--- config.mk ---
export PLATFORM = sky130hd
export DESIGN_NAME = fs_cap_mc
export DESIGN_NICKNAME = d
export VERILOG_FILES = /design/src/rtl/fs_cap_mc.sv
export SDC_FILE = /design/constraint.sdc
export NUM_CORES = 1
export LEC_CHECK = 0
export CORE_MARGIN = 2
export CORE_UTILIZATION = 45
export CTS_CLUSTER_DIAMETER = 60
export CTS_CLUSTER_SIZE = 28
export DETAILED_ROUTE_END_ITERATION = 10
export GPL_TIMING_DRIVEN = 0
export MAX_ROUTING_LAYER = met4
export PLACE_DENSITY = 0.72
export RECOVER_POWER = 25
export SYNTH_ARGS = -nofsm -noshare
export SYNTH_HDL_FRONTEND = slang
export SYNTH_SLANG_ARGS = --single-unit
--- constraint.sdc ---
create_clock -name I_clk -period 1.7 [get_ports I_clk]
set_input_delay 0.17 -clock I_clk [delete_from_list [all_inputs] [get_ports I_clk]]
set_output_delay 0.17 -clock I_clk [all_outputs]
set_load 0.01 [all_outputs]
--- src/rtl/fs_cap_mc.sv ---
// Multi-channel frame-sync capture: per-channel VS synchroniser, glitch filter,
// edge/level output, wrapping frame counter and lost-sync timeout.
module fs_cap_mc #(
    parameter int CH_NUM      = 4,
    parameter int SYNC_STAGES = 3,
    parameter int FILT_LEN    = 4,
    parameter int MODE        = 1,
    parameter int FCNT_W      = 16,
    parameter int TO_W        = 24,
    parameter int TIMEOUT     = 0
) (
    input  logic                     I_clk,
    input  logic                     I_rst,
    input  logic [CH_NUM-1:0]        I_vs,
    input  logic [CH_NUM-1:0]        I_ch_en,
    input  logic                     I_cnt_clr,
    output logic [CH_NUM-1:0]        O_fs_cap,
    output logic [CH_NUM*FCNT_W-1:0] O_fcnt,
    output logic [CH_NUM-1:0]        O_timeout
);

    localparam int CNT_W = (FILT_LEN > 1) ? $clog2(FILT_LEN) : 1;

    typedef logic [SYNC_STAGES-1:0] sync_t;

    (* ASYNC_REG = "TRUE" *) sync_t sync_q [CH_NUM];
    sync_t                          sync_d [CH_NUM];

    logic [CH_NUM-1:0] vs_f_q, vs_f_d;
    logic [CH_NUM-1:0] vs_f_dly_q, vs_f_dly_d;
    logic [CH_NUM-1:0] fs_cap_q, fs_cap_d;
    logic [CH_NUM-1:0] timeout_q, timeout_d;
    logic [CNT_W-1:0]  filt_cnt_q [CH_NUM];
    logic [CNT_W-1:0]  filt_cnt_d [CH_NUM];
    logic [FCNT_W-1:0] fcnt_q [CH_NUM];
    logic [FCNT_W-1:0] fcnt_d [CH_NUM];
    logic [TO_W-1:0]   to_cnt_q [CH_NUM];
    logic [TO_W-1:0]   to_cnt_d [CH_NUM];

    // Stage 1 is bit 0; the synchronised level leaves from the top bit.
    always_comb begin
        for (int i = 0; i < CH_NUM; i++) begin
            sync_d[i] = {sync_q[i][SYNC_STAGES-2:0], I_vs[i]};
        end
    end

    always_ff @(posedge I_clk) begin
        for (int i = 0; i < CH_NUM; i++) begin
            sync_q[i] <= sync_d[i];
        end
    end

    always_comb begin
        logic sync_out;
        logic rise;
        logic fall;
        logic active;
        vs_f_d     = vs_f_q;
        vs_f_dly_d = vs_f_q;
        fs_cap_d   = '0;
        timeout_d  = '0;
        filt_cnt_d = filt_cnt_q;
        fcnt_d     = fcnt_q;
        to_cnt_d   = to_cnt_q;
        for (int i = 0; i < CH_NUM; i++) begin
            sync_out = sync_q[i][SYNC_STAGES-1];
            // The filter runs regardless of enable so re-enabling cannot fake an edge.
            if (sync_out == vs_f_q[i]) begin
                filt_cnt_d[i] = '0;
            end else if (filt_cnt_q[i] == CNT_W'(FILT_LEN - 1)) begin
                vs_f_d[i]     = sync_out;
                filt_cnt_d[i] = '0;
            end else begin
                filt_cnt_d[i] = filt_cnt_q[i] + CNT_W'(1);
            end

            rise   = vs_f_q[i] & ~vs_f_dly_q[i];
            fall   = ~vs_f_q[i] & vs_f_dly_q[i];
            active = (MODE == 2) ? fall : (MODE == 3) ? (rise | fall) : rise;

            if (I_ch_en[i]) begin
                fs_cap_d[i] = (MODE == 0) ? vs_f_q[i] : active;
                if (active) begin
                    fcnt_d[i]   = fcnt_q[i] + FCNT_W'(1);
                    to_cnt_d[i] = '0;
                end else if (to_cnt_q[i] != TO_W'(TIMEOUT)) begin
                    to_cnt_d[i] = to_cnt_q[i] + TO_W'(1);
                end
            end else begin
                to_cnt_d[i] = '0;
            end

            if (I_cnt_clr) begin
                fcnt_d[i] = '0;
            end
            timeout_d[i] = (TIMEOUT != 0) && I_ch_en[i] && (to_cnt_d[i] == TO_W'(TIMEOUT));
        end
    end

    always_ff @(posedge I_clk) begin
        if (I_rst) begin
            vs_f_q     <= '0;
            vs_f_dly_q <= '0;
            fs_cap_q   <= '0;
            timeout_q  <= '0;
            for (int i = 0; i < CH_NUM; i++) begin
                filt_cnt_q[i] <= '0;
                fcnt_q[i]     <= '0;
                to_cnt_q[i]   <= '0;
            end
        end else begin
            vs_f_q     <= vs_f_d;
            vs_f_dly_q <= vs_f_dly_d;
            fs_cap_q   <= fs_cap_d;
            timeout_q  <= timeout_d;
            for (int i = 0; i < CH_NUM; i++) begin
                filt_cnt_q[i] <= filt_cnt_d[i];
                fcnt_q[i]     <= fcnt_d[i];
                to_cnt_q[i]   <= to_cnt_d[i];
            end
        end
    end

    always_comb begin
        O_fcnt = '0;
        for (int i = 0; i < CH_NUM; i++) begin
            O_fcnt[i*FCNT_W +: FCNT_W] = fcnt_q[i];
        end
    end

    assign O_fs_cap  = fs_cap_q;
    assign O_timeout = timeout_q;

endmodule

After elaboration in Yosys (flattened, before gate mapping)
Memories as Yosys holds them, arrays and structs flattened. Index checks and enable logic that the tools add are counted. W data, S select, Z words.

$add $sub $neg: 8. Equal/unequal tests: 8. Bitwise logic cells: 16. Reductions and logical operators: 17.

Operator list (count): $add A16 B1 Y16 const B (4); $reduce_and A2 Y1 (8); $not A1 Y1 (12); $reduce_or A3 Y1 (4); $reduce_or A2 Y1 (5); $add A2 B1 Y2 const B (4); $eq A2 B2 Y1 const B (4); $and A1 B1 Y1 (4); $eq A1 B1 Y1 (4).

Bits in registers: 84. Bits in writable memories: 12. Input port bits: 11. Output and inout port bits: 72. Logic and storage cells: 67. Memories kept: 1.

Memories: sync_q (depth 4, bits a word 3, read ports 4, clocked after memory_dff 0, write ports 4, line 26) `(* ASYNC_REG = "TRUE" *) sync_t sync_q [CH_NUM];`.

Depth between registers and ports, before layout
An unclocked memory read counts as a cell.

Depth after elaboration: 4. Gate-level depth with buffers: 6. Gate-level depth less buffers: 5.

Least setup slack after synthesis
No wires, ideal clock.

Path kind: register to register. From: register fcnt_q (netlist bit O_fcnt[20]). To: register fcnt_q (netlist bit O_fcnt[29]). Library setup time: 0.116 ns. Arrival time: 1.577 ns. Data required time: 1.584 ns. Path slack: 0.007 ns. Stages on the path, launching flop included: 5. Buffers on the path: 0. Clock period less this slack: 1.693 ns. Cell sequence: dfxtp_1 > nand4_1 > nor4_1 > a31oi_1 > a41o_1.

Longest elaborated chain between the ends: 1.

Ends and longest elaborated chain: start: declaration (line 35) `logic [FCNT_W-1:0] fcnt_q [CH_NUM];`; start signal: indexed assignment (line 118) `fcnt_q[i] <= fcnt_d[i];`; $add A16 B1 Y16 (line 84) `fcnt_d[i] = fcnt_q[i] + FCNT_W'(1);`.

No other way between the ends. A chain may end at the register's enable or synchronous reset.

Final worst setup path
From: register fcnt_q (netlist bit O_fcnt[54]). To: register fcnt_q (netlist bit O_fcnt[63]).

The elaborated chain is that of the path after synthesis.

==> impl_metrics.toml <==
[floorplan]
fp.dieArea_um2 = 9240
placeableCoreArea_um2 = 8220
rows = 33
io-pin-count = 83
die_height_um = 96.1
die_x_um = 96.1
initial_core_util_pct = 46.5

[synthesis]
synth_warnings = 0
synth_register_bits = 96
synth.lib_cells_used.distinct = 31
synth-edff-count = 0
yosys-top-cells-count = "sky130_fd_sc_hd__dfxtp_1 (96), sky130_fd_sc_hd__nor2_1 (63), sky130_fd_sc_hd__xnor2_1 (34)"
syn-instance-count = 418
syn_area_um2 = 3820
seq_area_frac_synth_pct = 50.3
yosysMostFrequentCell = "sky130_fd_sc_hd__dfxtp_1"
synth_top_area_share_pct = 50.3
yosys_most_used_dff = "sky130_fd_sc_hd__dfxtp_1"
ys_top_cells_by_area = "sky130_fd_sc_hd__dfxtp_1 (50%), sky130_fd_sc_hd__xnor2_1 (7.8%), sky130_fd_sc_hd__nor2_1 (6.2%)"
synth_largest_area_cell = "sky130_fd_sc_hd__dfxtp_1"
synth_area_per_cell_um2 = 9.13
synth-async-reset-ratio_pct = 0

[worst_setup_path]
worst_setup_path_start_kind = "register"
timing.setup.critical_path_class = "register to register"
cp-end-kind = "register"
crit_chain = "nand4_1 > or4_4 > or3_1 > a21oi_1"
critical_path_required_ns = 1.98
critPathMaxStageDelay_ns = 0.54
crit_path_top_delay_cell = "sky130_fd_sc_hd__or4_4"
arrival_ns = 1.92
critical_path.max_fanout = 7

[cts]
cts_buffers = 9
cts-htree-levels = 3
worstSkewPairLatency_ns = 0.34
ctsLongestPathBuffers = 2
clock_tree.root_cell = "sky130_fd_sc_hd__clkbuf_8"
cts_tree = "done"
clk_transition_reported_paths_ns = 0.09
ctsHoldBuffers = 0
clock-sinks = 96

[timing]
maxClockFrequency_mhz = 612
timing_worst_slew_pin_value_ns = 0.619
worst_hold_slack_ns = 0.240
final_count_of_negative_setup_slack_endpoints = 0
fin_skew_ns = 0.00658
finalHoldViolCount = 0
setup_slack_ns = 0.0666
final_min_period_over_clock_period_pct = 96.1
timing_max_transition_violations_final = 0
timing.max_slew.rel_slack_pct = 58.8
min_period_ns = 1.63

[global_route]
grt_util_all_layers_pct = 19.9
grt_overflow = 0
number_of_global_route_vias_before_repair = 2951
grt_max_degree = 16
grt_antenna_before_repair = 0
grt_first_pass_wirelength_um = 14000

[routing]
number_of_drc_markers_in_iteration_0 = 115
routed_wirelength_um = 8410
route.detailed.vias_per_inst = 5.10
post-route-drc-count = 0
drt_first_pass_iters = 4
antenna_violating_nets_post_route = 0
detail_route.wl_per_cell_um = 13.5
vias = 3184

[final_layout]
nFillCells = 715
layout-area-overhead-vs-synth_pct = 33.2
design_area_um2 = 5080
antenna-diode-count = 0
post_route_cells_drive_above_1_share_pct = 11.8
nNetsFinal = 534

[power]
p_leak_nw = 1.76
powerDensity_nw_per_um2 = 728
ir_drop_uv = 667

[place]
post-place-ws_ns = -0.627
hpwl_um = 5930
placement.io_buffers = 77
finalWeightedCongestion = 0.796
placedInstanceArea_um2 = 4730

[run]
maxcap_viol_count = 0

[outcome]
run_status = "finished, final reports clean"

[worst_hold_path]
worst_hold_path_type = "input port to register"
==> kinds of logic (layout without fill, tap and decap cells) <==
family	after synthesis	after routing	share of synthesized area, %
buffers and inverters	29	127	3.31
and+or+nand+nor	193	193	25.9
AOI/OAI and AO/OA	41	41	6.03
xor gates and xnor gates	44	44	10.1
other	1	4	0.0982
adders and majority gates	8	8	2.62
DFF	96	96	50.3
muxes	6	6	1.57
==> worst max-delay path: cells and delay by family, from the launching register on <==
kind	cells	cell delay [ns]
simple gates	3	1.05
flops	1	0.39
compound gates	1	0.13
==> per-stage QoR <==
stage | setup TNS, ns | instances | total power [mW] | util, %
2_1_floorplan | 0 | 421 | 2.40 | -
3_3_place_gp | -13.60 | 603 | 2.45 | 57.6
3_5_place_dp | -14.46 | 603 | 2.45 | 57.6
4_1_cts | 0 | 620 | 3.75 | 60.5
5_1_grt | -0.0170 | 624 | 3.86 | 61.9
6_report | 0 | 624 | 3.70 | 61.9
==> state kept, by name, indices dropped and copies added (netlist names) <==
| register | flops |
|---|---|
| sync_q | 12 |
| vs_f_dly_d | 4 |
| O_fs_cap | 4 |
| O_fcnt | 64 |
| filt_cnt_q | 8 |
| vs_f_dly_q | 4 |
==> cells in the final DEF, fill, tap and decap left out, drive strengths merged, types with 8 or more instances in the layout <==
master / count
clkdlybuf4s50: 73
a21oi: 18
nor3: 12
o21ai: 15
inv: 12
dfxtp: 96
xor2: 10
or3: 16
nand3: 17
xnor2: 34
nor4: 14
ha: 8
nor2: 63
nand4: 13
clkbuf: 21
buf: 13
nand2: 30
==> repair_timing <==
| item | in CTS | in global routing |
|---|---|---|
| setup endpoints to repair | 20 | 27 |
| setup buffers | 2 | 6 |
| pin swaps | 2 | 7 |
| resized for setup | 13 | 31 |
==> worst paths after layout <==
| kind | startpoint | end | slack (ns) | cells after the start |
|---|---|---|---|---|
| max | O_fcnt[54] | O_fcnt[63] | 0.07 | 4 |
| min | I_rst | vs_f_dly_q[0] | 0.24 | 2 |
| max reg2reg | O_fcnt[54] | O_fcnt[63] | 0.07 | 4 |
| min reg2reg | sync_q[0][0] | sync_q[0][1] | 0.33 | 0 |
==> routing by layer <==
layer / GRT usage (%) / vias to the layer above / share of wire [%]
li1: - / 1630 / -
met1: 25.4 / 1484 / 47
met2: 31.7 / 65 / 49
met3: 4.46 / 5 / 3.6
met4: 5.36 / 0 / 0.69
met5: - / - / 0
==> report_power, final <==
group | total (mW) | internal, mW | switching [mW]
sequential | 2.28 | 2.26 | 0.0118
combinational | 0.109 | 0.0449 | 0.0639
clock | 1.32 | 0.567 | 0.750
==> final cells by class <==
class	count	area, µm²	area share (%)
clock inverter	4	31.3	0.615
tap	105	131	2.58
inverter	12	45.0	0.886
clock buffer	11	141	2.78
buffer	15	77.6	1.53
timing repair buffer	85	831	16.3
sequential	96	1950	38.4
multi-input combinational	296	1870	36.8
Note: power is estimated with default switching activity, not from simulation.
